### src/rtl/rv_io_pkg.sv
// rv_io_pkg
// Shared types and constants for the IO peripheral bus arbiter.
//   ioState_e : arbiter FSM states (IDLE/ADDR/WAIT/RESP)
//   IO_AW     : peripheral address width
//   IO_MW     : byte-mask width
//   CNT_W     : timeout counter width
//   ERR_BIT   : fill bit replicated across the data width for error responses
package rv_io_pkg;

  localparam int IO_AW = 12;
  localparam int IO_MW = 8;
  localparam int CNT_W = 8;

  // Error responses carry all ones on the read data bus.
  localparam logic ERR_BIT = 1'b1;

  typedef enum logic [1:0] {
    IDLE = 2'd0,
    ADDR = 2'd1,
    WAIT = 2'd2,
    RESP = 2'd3
  } ioState_e;

endpackage

### src/rtl/rv_io_arbiter_if.sv
// rv_io_arbiter_if
// Bundles the requester-side (s_*) and peripheral-side (m_*) handshake
// signals of the IO bus arbiter.
//   master modport : the arbiter's view (drives grants, responses, m_* requests)
//   slave modport  : the environment's view (requesters plus the peripheral)
// Parameters: NREQ requesters, RV-bit data.
interface rv_io_arbiter_if
  import rv_io_pkg::*;
#(
  parameter int NREQ = 2,
  parameter int RV   = 64
) ();

  logic [NREQ-1:0]       s_addr_req;
  logic [NREQ-1:0]       s_addr_ack;
  logic [NREQ*IO_AW-1:0] s_addr;
  logic [NREQ-1:0]       s_read;
  logic [NREQ*IO_MW-1:0] s_mask;
  logic [NREQ*RV-1:0]    s_wdata;
  logic [NREQ-1:0]       s_data_req;
  logic [NREQ-1:0]       s_data_ack;
  logic [RV-1:0]         s_rdata;
  logic                  s_err;
  logic                  bus_error;

  logic                  m_addr_req;
  logic                  m_addr_ack;
  logic [IO_AW-1:0]      m_addr;
  logic                  m_read;
  logic [IO_MW-1:0]      m_mask;
  logic [RV-1:0]         m_wdata;
  logic                  m_data_req;
  logic                  m_data_ack;
  logic [RV-1:0]         m_rdata;

  modport master (
    input  s_addr_req, s_addr, s_read, s_mask, s_wdata, s_data_ack,
    output s_addr_ack, s_data_req, s_rdata, s_err, bus_error,
    output m_addr_req, m_addr, m_read, m_mask, m_wdata, m_data_ack,
    input  m_addr_ack, m_data_req, m_rdata
  );

  modport slave (
    output s_addr_req, s_addr, s_read, s_mask, s_wdata, s_data_ack,
    input  s_addr_ack, s_data_req, s_rdata, s_err, bus_error,
    input  m_addr_req, m_addr, m_read, m_mask, m_wdata, m_data_ack,
    output m_addr_ack, m_data_req, m_rdata
  );

endinterface

### src/rtl/rv_io_rr_pick.sv
// rv_io_rr_pick
// Combinational round-robin picker.
//   req_i   : request vector, one bit per requester
//   ptr_i   : index of the requester with highest priority this cycle
//   grant_o : one-hot winner (all zero when nothing is requested)
//   idx_o   : binary index of the winner (0 when nothing is requested)
module rv_io_rr_pick
  import rv_io_pkg::*;
#(
  parameter int NREQ = 2,
  parameter int IW   = $clog2(NREQ)
) (
  input  logic [NREQ-1:0] req_i,
  input  logic [IW-1:0]   ptr_i,
  output logic [NREQ-1:0] grant_o,
  output logic [IW-1:0]   idx_o
);

  logic found;
  int   cand;

  // Walk the requesters starting at the pointer, wrapping around, and take
  // the first one found.
  always_comb begin
    grant_o = '0;
    idx_o   = '0;
    found   = 1'b0;
    cand    = 0;
    for (int k = 0; k < NREQ; k++) begin
      cand = (int'(ptr_i) + k) % NREQ;
      if (!found && req_i[IW'(cand)]) begin
        found                = 1'b1;
        grant_o[IW'(cand)]   = 1'b1;
        idx_o                = IW'(cand);
      end
    end
  end

endmodule

### src/rtl/rv_io_arbiter.sv
// rv_io_arbiter
// Arbitrates the 12-bit-address IO peripheral bus between NREQ requesters,
// one transaction at a time, round-robin fair. A timeout retires
// transactions that no peripheral claims.
//   clk, reset : clock and synchronous active-high reset
//   bus        : rv_io_arbiter_if master modport carrying the requester
//                handshakes (s_*), the peripheral handshakes (m_*) and the
//                bus_error pulse
// Parameters: NREQ requesters (2..8), RV-bit data, TIMEOUT cycles (1..255)
// spent in ADDR or WAIT before a transaction is error-retired.
module rv_io_arbiter
  import rv_io_pkg::*;
#(
  parameter int NREQ    = 2,
  parameter int RV      = 64,
  parameter int TIMEOUT = 255
) (
  input logic              clk,
  input logic              reset,
  rv_io_arbiter_if.master  bus
);

  localparam int IW = $clog2(NREQ);

  // The counter is 0 in the first cycle of ADDR/WAIT, so the last allowed
  // cycle is the one where it holds TIMEOUT-1; that gives exactly TIMEOUT
  // cycles in the state before retiring.
  localparam logic [CNT_W-1:0] CNT_LAST = CNT_W'(TIMEOUT - 1);

  ioState_e          state_q, state_d;
  logic [CNT_W-1:0]  cnt_q, cnt_d;
  logic [IW-1:0]     grantIdx_q, grantIdx_d;
  logic [IW-1:0]     lastGrant_q, lastGrant_d;
  logic [IO_AW-1:0]  addr_q, addr_d;
  logic              read_q, read_d;
  logic [IO_MW-1:0]  mask_q, mask_d;
  logic [RV-1:0]     wdata_q, wdata_d;
  logic [RV-1:0]     rdata_q, rdata_d;
  logic              err_q, err_d;

  logic [IW-1:0]     prioPtr;
  logic [NREQ-1:0]   pickGrant;
  logic [IW-1:0]     pickIdx;
  logic              timeoutHit;

  // Priority starts one past the last winner; lastGrant resets to NREQ-1 so
  // requester 0 is first in line out of reset.
  assign prioPtr    = (lastGrant_q == IW'(NREQ - 1)) ? '0 : lastGrant_q + 1'b1;
  assign timeoutHit = (cnt_q == CNT_LAST);

  rv_io_rr_pick #(
    .NREQ (NREQ),
    .IW   (IW)
  ) picker (
    .req_i   (bus.s_addr_req),
    .ptr_i   (prioPtr),
    .grant_o (pickGrant),
    .idx_o   (pickIdx)
  );

  // State and datapath registers.
  always_ff @(posedge clk) begin
    if (reset) begin
      state_q     <= IDLE;
      cnt_q       <= '0;
      grantIdx_q  <= '0;
      lastGrant_q <= IW'(NREQ - 1);
      addr_q      <= '0;
      read_q      <= 1'b0;
      mask_q      <= '0;
      wdata_q     <= '0;
      rdata_q     <= '0;
      err_q       <= 1'b0;
    end else begin
      state_q     <= state_d;
      cnt_q       <= cnt_d;
      grantIdx_q  <= grantIdx_d;
      lastGrant_q <= lastGrant_d;
      addr_q      <= addr_d;
      read_q      <= read_d;
      mask_q      <= mask_d;
      wdata_q     <= wdata_d;
      rdata_q     <= rdata_d;
      err_q       <= err_d;
    end
  end

  // Next-state and output logic. Every output defaults to 0 and is only
  // driven in the state that owns it. A same-cycle ack/data always takes
  // precedence over the timeout.
  always_comb begin
    state_d     = state_q;
    cnt_d       = cnt_q;
    grantIdx_d  = grantIdx_q;
    lastGrant_d = lastGrant_q;
    addr_d      = addr_q;
    read_d      = read_q;
    mask_d      = mask_q;
    wdata_d     = wdata_q;
    rdata_d     = rdata_q;
    err_d       = err_q;

    bus.s_addr_ack = '0;
    bus.s_data_req = '0;
    bus.s_rdata    = '0;
    bus.s_err      = 1'b0;
    bus.bus_error  = 1'b0;
    bus.m_addr_req = 1'b0;
    bus.m_addr     = '0;
    bus.m_read     = 1'b0;
    bus.m_mask     = '0;
    bus.m_wdata    = '0;
    bus.m_data_ack = 1'b0;

    unique case (state_q)
      IDLE: begin
        // No grant is handed out while reset is held, so a requester never
        // sees an ack for a transaction that reset then discards.
        if (!reset && (|bus.s_addr_req)) begin
          bus.s_addr_ack = pickGrant;
          addr_d         = bus.s_addr[int'(pickIdx)*IO_AW +: IO_AW];
          read_d         = bus.s_read[pickIdx];
          mask_d         = bus.s_mask[int'(pickIdx)*IO_MW +: IO_MW];
          wdata_d        = bus.s_wdata[int'(pickIdx)*RV +: RV];
          grantIdx_d     = pickIdx;
          lastGrant_d    = pickIdx;
          cnt_d          = '0;
          state_d        = ADDR;
        end
      end

      ADDR: begin
        bus.m_addr_req = 1'b1;
        bus.m_addr     = addr_q;
        bus.m_read     = read_q;
        bus.m_mask     = mask_q;
        bus.m_wdata    = wdata_q;
        if (bus.m_addr_ack) begin
          cnt_d   = '0;
          state_d = read_q ? WAIT : IDLE;
        end else if (timeoutHit) begin
          bus.bus_error = 1'b1;
          if (read_q) begin
            rdata_d = {RV{ERR_BIT}};
            err_d   = 1'b1;
            state_d = RESP;
          end else begin
            state_d = IDLE;
          end
        end else begin
          cnt_d = cnt_q + 1'b1;
        end
      end

      WAIT: begin
        bus.m_data_ack = bus.m_data_req;
        if (bus.m_data_req) begin
          rdata_d = bus.m_rdata;
          err_d   = 1'b0;
          state_d = RESP;
        end else if (timeoutHit) begin
          bus.bus_error = 1'b1;
          rdata_d       = {RV{ERR_BIT}};
          err_d         = 1'b1;
          state_d       = RESP;
        end else begin
          cnt_d = cnt_q + 1'b1;
        end
      end

      RESP: begin
        bus.s_data_req[grantIdx_q] = 1'b1;
        bus.s_rdata                = rdata_q;
        bus.s_err                  = err_q;
        if (bus.s_data_ack[grantIdx_q]) begin
          state_d = IDLE;
        end
      end

      default: begin
        state_d = IDLE;
      end
    endcase
  end

endmodule
### src/flat_wrapper.sv
// flat-port wrapper written by rule: the top's interface ports become plain ports
module rv_io_arbiter_flat import rv_io_pkg::*;
#(
  parameter int NREQ    = 2,
  parameter int RV      = 64,
  parameter int TIMEOUT = 255
)
  (clk, reset, bus_s_addr_req, bus_s_addr, bus_s_read, bus_s_mask, bus_s_wdata, bus_s_data_ack, bus_s_addr_ack, bus_s_data_req, bus_s_rdata, bus_s_err, bus_bus_error, bus_m_addr_req, bus_m_addr, bus_m_read, bus_m_mask, bus_m_wdata, bus_m_data_ack, bus_m_addr_ack, bus_m_data_req, bus_m_rdata);
  rv_io_arbiter_if #(.NREQ(NREQ), .RV(RV)) bus_i ();
  input logic clk;
  input logic reset;
  input wire logic [$bits(bus_i.s_addr_req)-1:0] bus_s_addr_req;
  input wire logic [$bits(bus_i.s_addr)-1:0] bus_s_addr;
  input wire logic [$bits(bus_i.s_read)-1:0] bus_s_read;
  input wire logic [$bits(bus_i.s_mask)-1:0] bus_s_mask;
  input wire logic [$bits(bus_i.s_wdata)-1:0] bus_s_wdata;
  input wire logic [$bits(bus_i.s_data_ack)-1:0] bus_s_data_ack;
  output wire logic [$bits(bus_i.s_addr_ack)-1:0] bus_s_addr_ack;
  output wire logic [$bits(bus_i.s_data_req)-1:0] bus_s_data_req;
  output wire logic [$bits(bus_i.s_rdata)-1:0] bus_s_rdata;
  output wire logic [$bits(bus_i.s_err)-1:0] bus_s_err;
  output wire logic [$bits(bus_i.bus_error)-1:0] bus_bus_error;
  output wire logic [$bits(bus_i.m_addr_req)-1:0] bus_m_addr_req;
  output wire logic [$bits(bus_i.m_addr)-1:0] bus_m_addr;
  output wire logic [$bits(bus_i.m_read)-1:0] bus_m_read;
  output wire logic [$bits(bus_i.m_mask)-1:0] bus_m_mask;
  output wire logic [$bits(bus_i.m_wdata)-1:0] bus_m_wdata;
  output wire logic [$bits(bus_i.m_data_ack)-1:0] bus_m_data_ack;
  input wire logic [$bits(bus_i.m_addr_ack)-1:0] bus_m_addr_ack;
  input wire logic [$bits(bus_i.m_data_req)-1:0] bus_m_data_req;
  input wire logic [$bits(bus_i.m_rdata)-1:0] bus_m_rdata;
  assign bus_i.s_addr_req = bus_s_addr_req;
  assign bus_i.s_addr = bus_s_addr;
  assign bus_i.s_read = bus_s_read;
  assign bus_i.s_mask = bus_s_mask;
  assign bus_i.s_wdata = bus_s_wdata;
  assign bus_i.s_data_ack = bus_s_data_ack;
  assign bus_s_addr_ack = bus_i.s_addr_ack;
  assign bus_s_data_req = bus_i.s_data_req;
  assign bus_s_rdata = bus_i.s_rdata;
  assign bus_s_err = bus_i.s_err;
  assign bus_bus_error = bus_i.bus_error;
  assign bus_m_addr_req = bus_i.m_addr_req;
  assign bus_m_addr = bus_i.m_addr;
  assign bus_m_read = bus_i.m_read;
  assign bus_m_mask = bus_i.m_mask;
  assign bus_m_wdata = bus_i.m_wdata;
  assign bus_m_data_ack = bus_i.m_data_ack;
  assign bus_i.m_addr_ack = bus_m_addr_ack;
  assign bus_i.m_data_req = bus_m_data_req;
  assign bus_i.m_rdata = bus_m_rdata;
  rv_io_arbiter #(.NREQ(NREQ), .RV(RV), .TIMEOUT(TIMEOUT)) u_core (.clk(clk), .reset(reset), .bus(bus_i));
endmodule
### config.mk
export PLATFORM = sky130hd
export DESIGN_NAME = rv_io_arbiter_flat
export DESIGN_NICKNAME = d
export VERILOG_FILES = /design/src/rtl/rv_io_pkg.sv /design/src/rtl/rv_io_arbiter_if.sv /design/src/rtl/rv_io_rr_pick.sv /design/src/rtl/rv_io_arbiter.sv /design/src/flat_wrapper.sv
export SDC_FILE = /design/constraint.sdc
export NUM_CORES = 1
export LEC_CHECK = 0
export ABC_AREA = 0
export BUFFER_PORTS_ARGS = -buffer_cell sky130_fd_sc_hd__buf_2
export CAP_MARGIN = 20
export CORE_AREA = 2 2 153 155
export CTS_CLUSTER_DIAMETER = 80
export DETAILED_ROUTE_END_ITERATION = 10
export DIE_AREA = 0 0 155 157
export GPL_ROUTABILITY_DRIVEN = 0
export PLACE_DENSITY = 0.61
export RECOVER_POWER = 50
export SYNTH_ARGS = -nofsm -noshare
export SYNTH_HDL_FRONTEND = slang
export SYNTH_SLANG_ARGS = --single-unit
### constraint.sdc
create_clock -name clk -period 2.8 [get_ports clk]
set_clock_uncertainty 0.15 [all_clocks]
set_input_delay 0.56 -clock clk [delete_from_list [all_inputs] [get_ports clk]]
set_output_delay 0.56 -clock clk [all_outputs]
set_load 0.03 [all_outputs]
==> reports/summary.log, run 1 <==
qor: setup_path.timing_worst_setup_path_type flop to output port
qor: placement.port-buffer-count 397
qor: global_routing.met1_capacity_usage_during_global_routing 23.3%
qor: final_layout.multi_input_area 4090 µm²
qor: min_path.worst_hold_startpoint bus_m_rdata[51]
qor: setup_path.path_max_fanout 86
qor: global_routing.grt.overflow.total 0
qor: clock_tree.post_cts_setup_inserts 0
qor: floorplan.num_ports 399
qor: setup_path.data_arrival_time_at_the_worst_slack_endpoint 1.90 ns
qor: power_and_ir_drop.switching_share 30.9%
qor: logic_synthesis.yosys_warnings 0
qor: global_routing.antenna_found_initial 2
qor: global_routing.grt_pass1_wl 36,700 µm
qor: run_status.status completed
qor: floorplan.initial_core_util 34.2%
qor: routing.post_drt_wl_per_cell 16.5 µm
qor: power_and_ir_drop.vdd.ir_drop.worst 327 µV
qor: global_routing.gr_layer_usage_met2 31.8%
qor: clock_tree.h-tree-depth 4
qor: sta.finalCriticalPeriod 2.61 ns
qor: sta.fin_worst_hold_slack 0.258 ns
qor: clock_tree.postCtsHoldBufs 0
qor: power_and_ir_drop.power.switching 1.90 mW
qor: final_layout.number_of_inserted_filler_cells_in_the_final_layout 2,240
qor: placement.dp_hpwl 17,200 µm
qor: placement.placement.setup.worst_slack 0.420 ns
qor: final_layout.layout-drive-gt1-share 43.0%
qor: floorplan.fp.dieArea 24,300 µm²
qor: power_and_ir_drop.comb_power_share 20.3%
qor: sta.finalCritPeriodShare 93.3%
qor: final_layout.fin_util 46.6%
qor: global_routing.first_global_vias 6,677
qor: final_layout.nNetsFinal 1,412
qor: sta.report.final.setup_viol 0
qor: clock_tree.clkTransAtPathRegs 0.07 ns
qor: logic_synthesis.synth.lib_cells_used.distinct 42
qor: power_and_ir_drop.power_density 587 nW/µm²
qor: final_layout.layout.area.seq 3240 µm²
qor: logic_synthesis.syn_avg_cell_area 9.50 µm²
qor: power_and_ir_drop.clockPowerShare 38.4%
qor: clock_tree.number_of_buffers_inserted_during_clock_tree_synthesis 17
qor: floorplan.dieWidth 155 µm
qor: setup_path.end_kind output port
qor: sta.rsz0062_at_grt no
qor: final_layout.layout.cell_area.non_filler 10,500 µm²
qor: logic_synthesis.synth_sequential_area_ratio 42.1%
qor: sta.fin_setup_tns 0 ns
qor: setup_path.timing.critical_path.required 2.09 ns
qor: sta.setup_ws 0.187 ns
qor: sta.timing.final.max_slew_violations 0
qor: clock_tree.tritoncts built
qor: global_routing.pin_count_of_the_biggest_net_entering_global_routing 145
qor: sta.tightestPinTransition 0.997 ns
qor: floorplan.die_height 157 µm
qor: clock_tree.worstSkewPairLatency 0.42 ns
qor: setup_path.crit_path_start_kind flop
qor: global_routing.globalRouteTotalUtil 19.1%
qor: floorplan.core_region_area 22,500 µm²
qor: global_routing.grt_busiest_layer met2
qor: logic_synthesis.syn_area 7700 µm²
qor: logic_synthesis.synthesis.nets 1,059
qor: power_and_ir_drop.p_int 4.25 mW
qor: logic_synthesis.synth_cells 810
qor: routing.drc 0
qor: routing.drtPass1Iterations 4
qor: clock_tree.clock_sink_count 162
qor: clock_tree.cts-root-to-sink-buffers 2
qor: placement.placed_area 9930 µm²
qor: power_and_ir_drop.share_seq_of_total_power 41.2%
qor: routing.detail_route.wirelength 24,100 µm
qor: run.max_cap_viol_count 0
qor: routing.post_drt_via_cell_ratio 4.90
qor: sta.fmaxAchievable 383 MHz
qor: floorplan.core.rowCount 55
qor: clock_tree.cts-resized-gates 0
qor: logic_synthesis.postSynthRegisterBits 162
qor: clock_tree.ctsRootBufferMaster clkbuf_16
qor: final_layout.syn_to_final_growth 36.2%
qor: routing.detailroute.via_count 7,167
qor: power_and_ir_drop.static-leakage-power 4.84 nW
qor: min_path.min_path_type input port to flop
qor: routing.initial_drt_markers 435
qor: sta.hold_violations 0
qor: global_routing.met3_usage 6.77%
qor: routing.drtAntennaViolNets 0
qor: sta.slew_headroom 33.5%
==> Yosys cell counts (all sizes together) <==
cell       n  area [µm²]
o22ai      2        12.5
and2     151         945
a31oi      1        6.26
conb       1        3.75
a21oi      9        45.0
nor3       2        10.0
clkbuf    57         214
nand3      5        25.0
a311o      1        10.0
o22a       2        17.5
a2111o     1        11.3
nor2b      5        31.3
a22oi      1        7.51
o221a     65         732
a211oi    85         638
or4b       1        10.0
o21bai     2        26.3
inv       11        41.3
nor2      94         353
o2111ai    3        26.3
nand2     12        45.0
o32ai      3        26.3
o21a       1        7.51
or2        1        6.26
ha         7        87.6
and3       1        6.26
nand4      1        12.5
dfxtp    162        3240
a211o      1        8.76
o21ai      6        30.0
o211a      2        20.0
mux2i     86         861
nor4       1        12.5
or3        1        6.26
buf       24         143
o31ai      1        7.51
a32oi      1        8.76
==> placed cells by master (no fill, tap or decap), drive strengths merged, types with 2 or more instances in the layout <==
cell type,n
nor2,94
clkinvlp,2
clkinv,5
mux2i,86
a21oi,9
ha,7
a211oi,85
clkbuf,36
o221a,65
nor2b,5
nand2,12
o32ai,3
dfxtp,162
and2,151
o21bai,2
o211a,2
inv,16
nor3,2
o22a,2
o2111ai,3
nand3,5
o21ai,6
buf,398
o22ai,2
==> worst max-delay path: stages (launching register included) <==
cell,delay [ns]
dfxtp_1,0.34
inv_1,0.12
ha_2,0.24
buf_12,0.27
and2_1,0.23
buf_2,0.22
==> power by group through the flow <==
stage,Sequential (mW),Combinational [mW],Clock (mW)
after floorplan,2.57,0.840,0
final,2.54,1.25,2.37
after CTS,2.54,1.27,2.44
after global routing,2.56,1.38,2.54
after global placement,2.58,1.26,0
after detailed placement,2.59,1.27,0
==> flip-flops by register name, indices dropped and copies added (netlist names), named ones only <==
register            count
u_core.lastGrant_q      1
u_core.read_q           1
u_core.mask_q           8
u_core.wdata_q         64
u_core.err_q            1
u_core.addr_q          12
u_core.state_q          1
u_core.rdata_q         64
u_core.grantIdx_q       1
u_core.cnt_q            8
==> per-stage QoR <==
step	total power [mW]	std cells
floorplan	3.41	810
global placement	3.84	1429
detailed placement	3.86	1429
CTS	6.24	1461
global route	6.48	1461
finish	6.15	1462
==> final timing paths <==
| kind | endpoint | slack, ns | cells after the start |
|---|---|---|---|
| setup / recovery | bus_m_addr[9] | 0.19 | 5 |
| hold / removal | u_core.rdata_q[51]$_SDFFE_PP0P_ | 0.26 | 2 |
| setup reg to reg | u_core.rdata_q[5]$_SDFFE_PP0P_ | 0.28 | 7 |
| hold reg to reg | u_core.wdata_q[5]$_SDFFE_PP0P_ | 0.34 | 2 |
==> cells by family after synthesis <==
logic type	count (synthesis)	share of synthesized area [%]
simple gates	275	19.0
compound gates	187	21.3
buf+inv	92	5.17
flops	162	42.1
other cells	1	0.0487
fa+ha+maj	7	1.14
mux	86	11.2
==> final cells by class <==
type                            instances  share of cell area [%]
Sequential cell                       162                    30.9
Clock buffer                           19                    4.22
Antenna cell                            1                  0.0239
Clock inverter                         13                    1.38
Inverter                               11                   0.394
Multi-Input combinational cell        556                    39.0
Timing Repair Buffer                  415                    20.7
Tap cell                              285                    3.40
==> layer usage <==
metal  wire [µm]  vias to the layer above
li1            -                     3637
met1       10400                     3211
met2       11300                      289
met3        2110                       26
met4         362                        4
met5          14                        -
(Power assumes the default switching activity.)
==> inputs of run 2 (changes only) <==
Settings changed: CORE_AREA 2 2 153 155 to 8 8 147 149, PLACE_DENSITY 0.61 to 0.7, SYNTH_HIERARCHICAL set to 1.
==> run 2 against run 1 <==
Fmax fell by 3.3%; critical path depth increased by 1; clock-buffer cell count rose by 1; clock power barely moved; global-route usage increased by 0.95 points; combinational power about the same; cell count decreased by 1.8%; register-to-register slack gained 0.03 ns; cell area about the same; critical endpoint is now bus_bus_error; largest cell class unchanged.
==> reports/summary.log, run 2 <==
qor: clock_tree.tritoncts built
qor: routing.dr.max_layer_used met5
qor: floorplan.dieWidth 155 µm
qor: sta.report.final.setup_viol 0
qor: global_routing.pin_count_of_the_biggest_net_entering_global_routing 174
qor: final_layout.final_common_cell buf_2
qor: routing.detailroute.via_count 7,112
qor: setup_path.crit_cells 6
qor: logic_synthesis.synthTopCellsByCount dfxtp_1, and2_1, nor2_1
qor: routing.drtAntennaViolNets 0
qor: clock_tree.clock_sink_count 162
qor: clock_tree.h-tree-depth 4
qor: setup_path.crit_path_start_kind flop
qor: routing.initial_drt_markers 409
qor: floorplan.core_region_area 19,200 µm²
qor: routing.routed-wl-met3 2500 µm
qor: clock_tree.cts-root-to-sink-buffers 2
qor: final_layout.largest_registers u_core/rdata_q x64, u_core/wdata_q x64, u_core/addr_q x12
qor: logic_synthesis.yosys_warnings 6
qor: routing.drc 0
qor: logic_synthesis.number_of_enable_type_register_cells_in_the_synthesized_netlist 0
qor: logic_synthesis.synthesis.nets 1,056
qor: run_status.status completed
qor: routing.drtPass1Iterations 4
qor: routing.wl_met2 12,400 µm
qor: global_routing.antenna_found_initial 4
qor: floorplan.die_height 157 µm
qor: setup_path.max_stage_delay 0.41 ns
qor: routing.detail_route.wirelength 25,300 µm
qor: clock_tree.ctsRootBufferMaster clkbuf_16
qor: global_routing.globalRouteTotalUtil 20.1%
qor: logic_synthesis.netlist.top_cell.by_area dfxtp_1
qor: logic_synthesis.synth.top_cells.by_area dfxtp_1, and2_1, mux2i_1, o221a_2, a211oi_1
qor: floorplan.num_ports 399
qor: setup_path.timing_worst_setup_path_type flop to output port
qor: logic_synthesis.synth_sequential_area_ratio 42.1%
qor: sta.hold_violations 0
qor: setup_path.cp_cell_instances inv_1 > ha_1 > inv_1 > a2111oi_2 > a21boi_2 > buf_4
qor: logic_synthesis.syn_area 7700 µm²
qor: clock_tree.worstSkewPairLatency 0.41 ns
qor: setup_path.path_max_fanout 7
qor: final_layout.layout.cells.non_filler 1,436
qor: sta.fin_setup_tns 0 ns
qor: logic_synthesis.synth.lib_cells_used.distinct 46
qor: setup_path.end_kind output port
qor: final_layout.nNetsFinal 1,408
qor: placement.port-buffer-count 397
qor: logic_synthesis.most_used_flip_flop_cell_after_synthesis dfxtp_1
qor: sta.fmaxAchievable 370 MHz
qor: logic_synthesis.ys_async_sr_fraction 0%
qor: setup_path.worst_path_most_repeated_cell inv_1
qor: sta.setup_ws 0.0985 ns
qor: final_layout.antenna-diode-count 0
qor: sta.finalCritPeriodShare 96.5%
qor: power_and_ir_drop.static-leakage-power 4.86 nW
qor: global_routing.first_global_vias 7,169
qor: routing.met1Wirelength 9990 µm
qor: global_routing.grt.overflow.total 0
qor: sta.finalCriticalPeriod 2.70 ns
qor: final_layout.syn_to_final_growth 36.1%
qor: final_layout.layout-drive-gt1-share 43.3%
qor: routing.post_drt_via_cell_ratio 4.95
qor: sta.timing.final.max_slew_violations 0
qor: setup_path.largest_delay_contributor_family_on_the_critical_path compound AO/OA/AOI/OAI gates
qor: final_layout.layout_common_cells buf_2, dfxtp_1, and2_1
qor: setup_path.crit_buf_inv 3
qor: floorplan.core.rowCount 51
qor: setup_path.timing.critical_path.required 2.09 ns
qor: min_path.min_path_type input port to flop
qor: global_routing.grt_pass1_wl 38,900 µm
qor: floorplan.fp.dieArea 24,300 µm²
qor: placement.dpl.cell_count 1,404
qor: setup_path.data_arrival_time_at_the_worst_slack_endpoint 1.99 ns
qor: sta.rsz0062_at_grt no
qor: placement.placement.setup.worst_slack 0.271 ns
qor: setup_path.cp_slowest_cell dfxtp_2
qor: logic_synthesis.synth_cells 806
qor: setup_path.worst-r2r-cell-count 7
qor: floorplan.initial_core_util 40.1%
qor: final_layout.number_of_inserted_filler_cells_in_the_final_layout 1,767
qor: sta.slew_headroom 49.2%
qor: clock_tree.clkTransAtPathRegs 0.07 ns
qor: run.max_cap_viol_count 0
qor: routing.post_drt_wl_per_cell 17.6 µm
qor: clock_tree.post_cts_setup_inserts 0
qor: power_and_ir_drop.vdd.ir_drop.worst 428 µV
qor: logic_synthesis.syn_avg_cell_area 9.56 µm²
qor: logic_synthesis.synth_largest_type_area_fraction 42.1%
qor: logic_synthesis.postSynthRegisterBits 162
qor: min_path.holdPathStages 2
qor: power_and_ir_drop.power_density 585 nW/µm²
qor: sta.tightestPinTransition 0.762 ns
qor: logic_synthesis.most_common_cell_in_the_synthesized_netlist dfxtp_1
qor: placement.dp_hpwl 18,800 µm
qor: clock_tree.number_of_buffers_inserted_during_clock_tree_synthesis 17
==> run 2: cell types whose count changed after synthesis, moves of 4 or more <==
cell / delta
clkbuf_1: -17
buf_2: +15
nand2_1: -7
buf_1: +5
buf_4: -5
nor2_1: -5
o221a_2: -5
o221a_1: +4
==> run 2: metal layers <==
layer	vias up	track usage [%]
met4	8	5.55
met5	-	0
met2	285	35.0
met1	3170	22.0
li1	3624	-
met3	25	8.47
==> run 2: cells by family (layout without fill, tap and decap cells) <==
group                    after synthesis  after routing  synth area share [%]
AND/OR/NAND/NOR                      272            272                  19.0
AO/OA/AOI/OAI                        187            187                  21.3
flip-flops                           162            162                  42.1
buffers and inverters                 90            455                  5.07
multiplexers                          86             86                  11.2
adder cells (fa/ha/maj)                8              8                  1.30
other                                  1              1                0.0487
==> run 2: worst paths after layout <==
kind | from | end | slack, ns
setup / recovery | u_core/state_q[0]$_SDFFE_PP0P_ | bus_bus_error | 0.1
hold / removal | bus_m_rdata[26] | u_core/rdata_q[26]$_SDFFE_PP0P_ | 0.27
setup reg to reg | u_core/cnt_q[0]$_SDFFE_PP0P_ | u_core/rdata_q[43]$_SDFFE_PP0P_ | 0.31
hold reg to reg | u_core/wdata_q[57]$_SDFFE_PP0P_ | u_core/wdata_q[57]$_SDFFE_PP0P_ | 0.34
==> run 2: final cells by class <==
class / count / area [µm²] / area share, %
Clock buffer: 20 / 457 / 4.36
Sequential cell: 162 / 3250 / 31.0
Tap cell: 265 / 332 / 3.16
Multi-Input combinational cell: 554 / 4100 / 39.1
Clock inverter: 12 / 145 / 1.38
Timing Repair Buffer: 412 / 2170 / 20.7
Inverter: 11 / 41.3 / 0.394
==> run 2: repair_timing <==
item                       CTS  global route
hold buffers                 0             0
hold endpoints to repair     0             0
resized for setup            6             2
cloned                       0             0
setup endpoints to repair    1             1
==> run 2: power by group <==
part / internal (mW) / switching [mW]
Sequential: 2.46 / 0.0755
Combinational: 0.502 / 0.742
Clock: 1.38 / 0.974
Total: 4.35 / 1.79
==> run 2: metrics by stage <==
stage / cell area, µm² / utilization (%) / power [mW] / hold slack, ns
global route: 10500 / 54.6 / 6.45 / 0.244
CTS: 10500 / 54.8 / 6.22 / 0.246
finish: 10500 / 54.6 / 6.14 / 0.271
floorplan: 7700 / - / 3.41 / 0.311
detailed placement: 9900 / 51.5 / 3.84 / 0.332
global placement: 9900 / 51.5 / 3.82 / 0.322
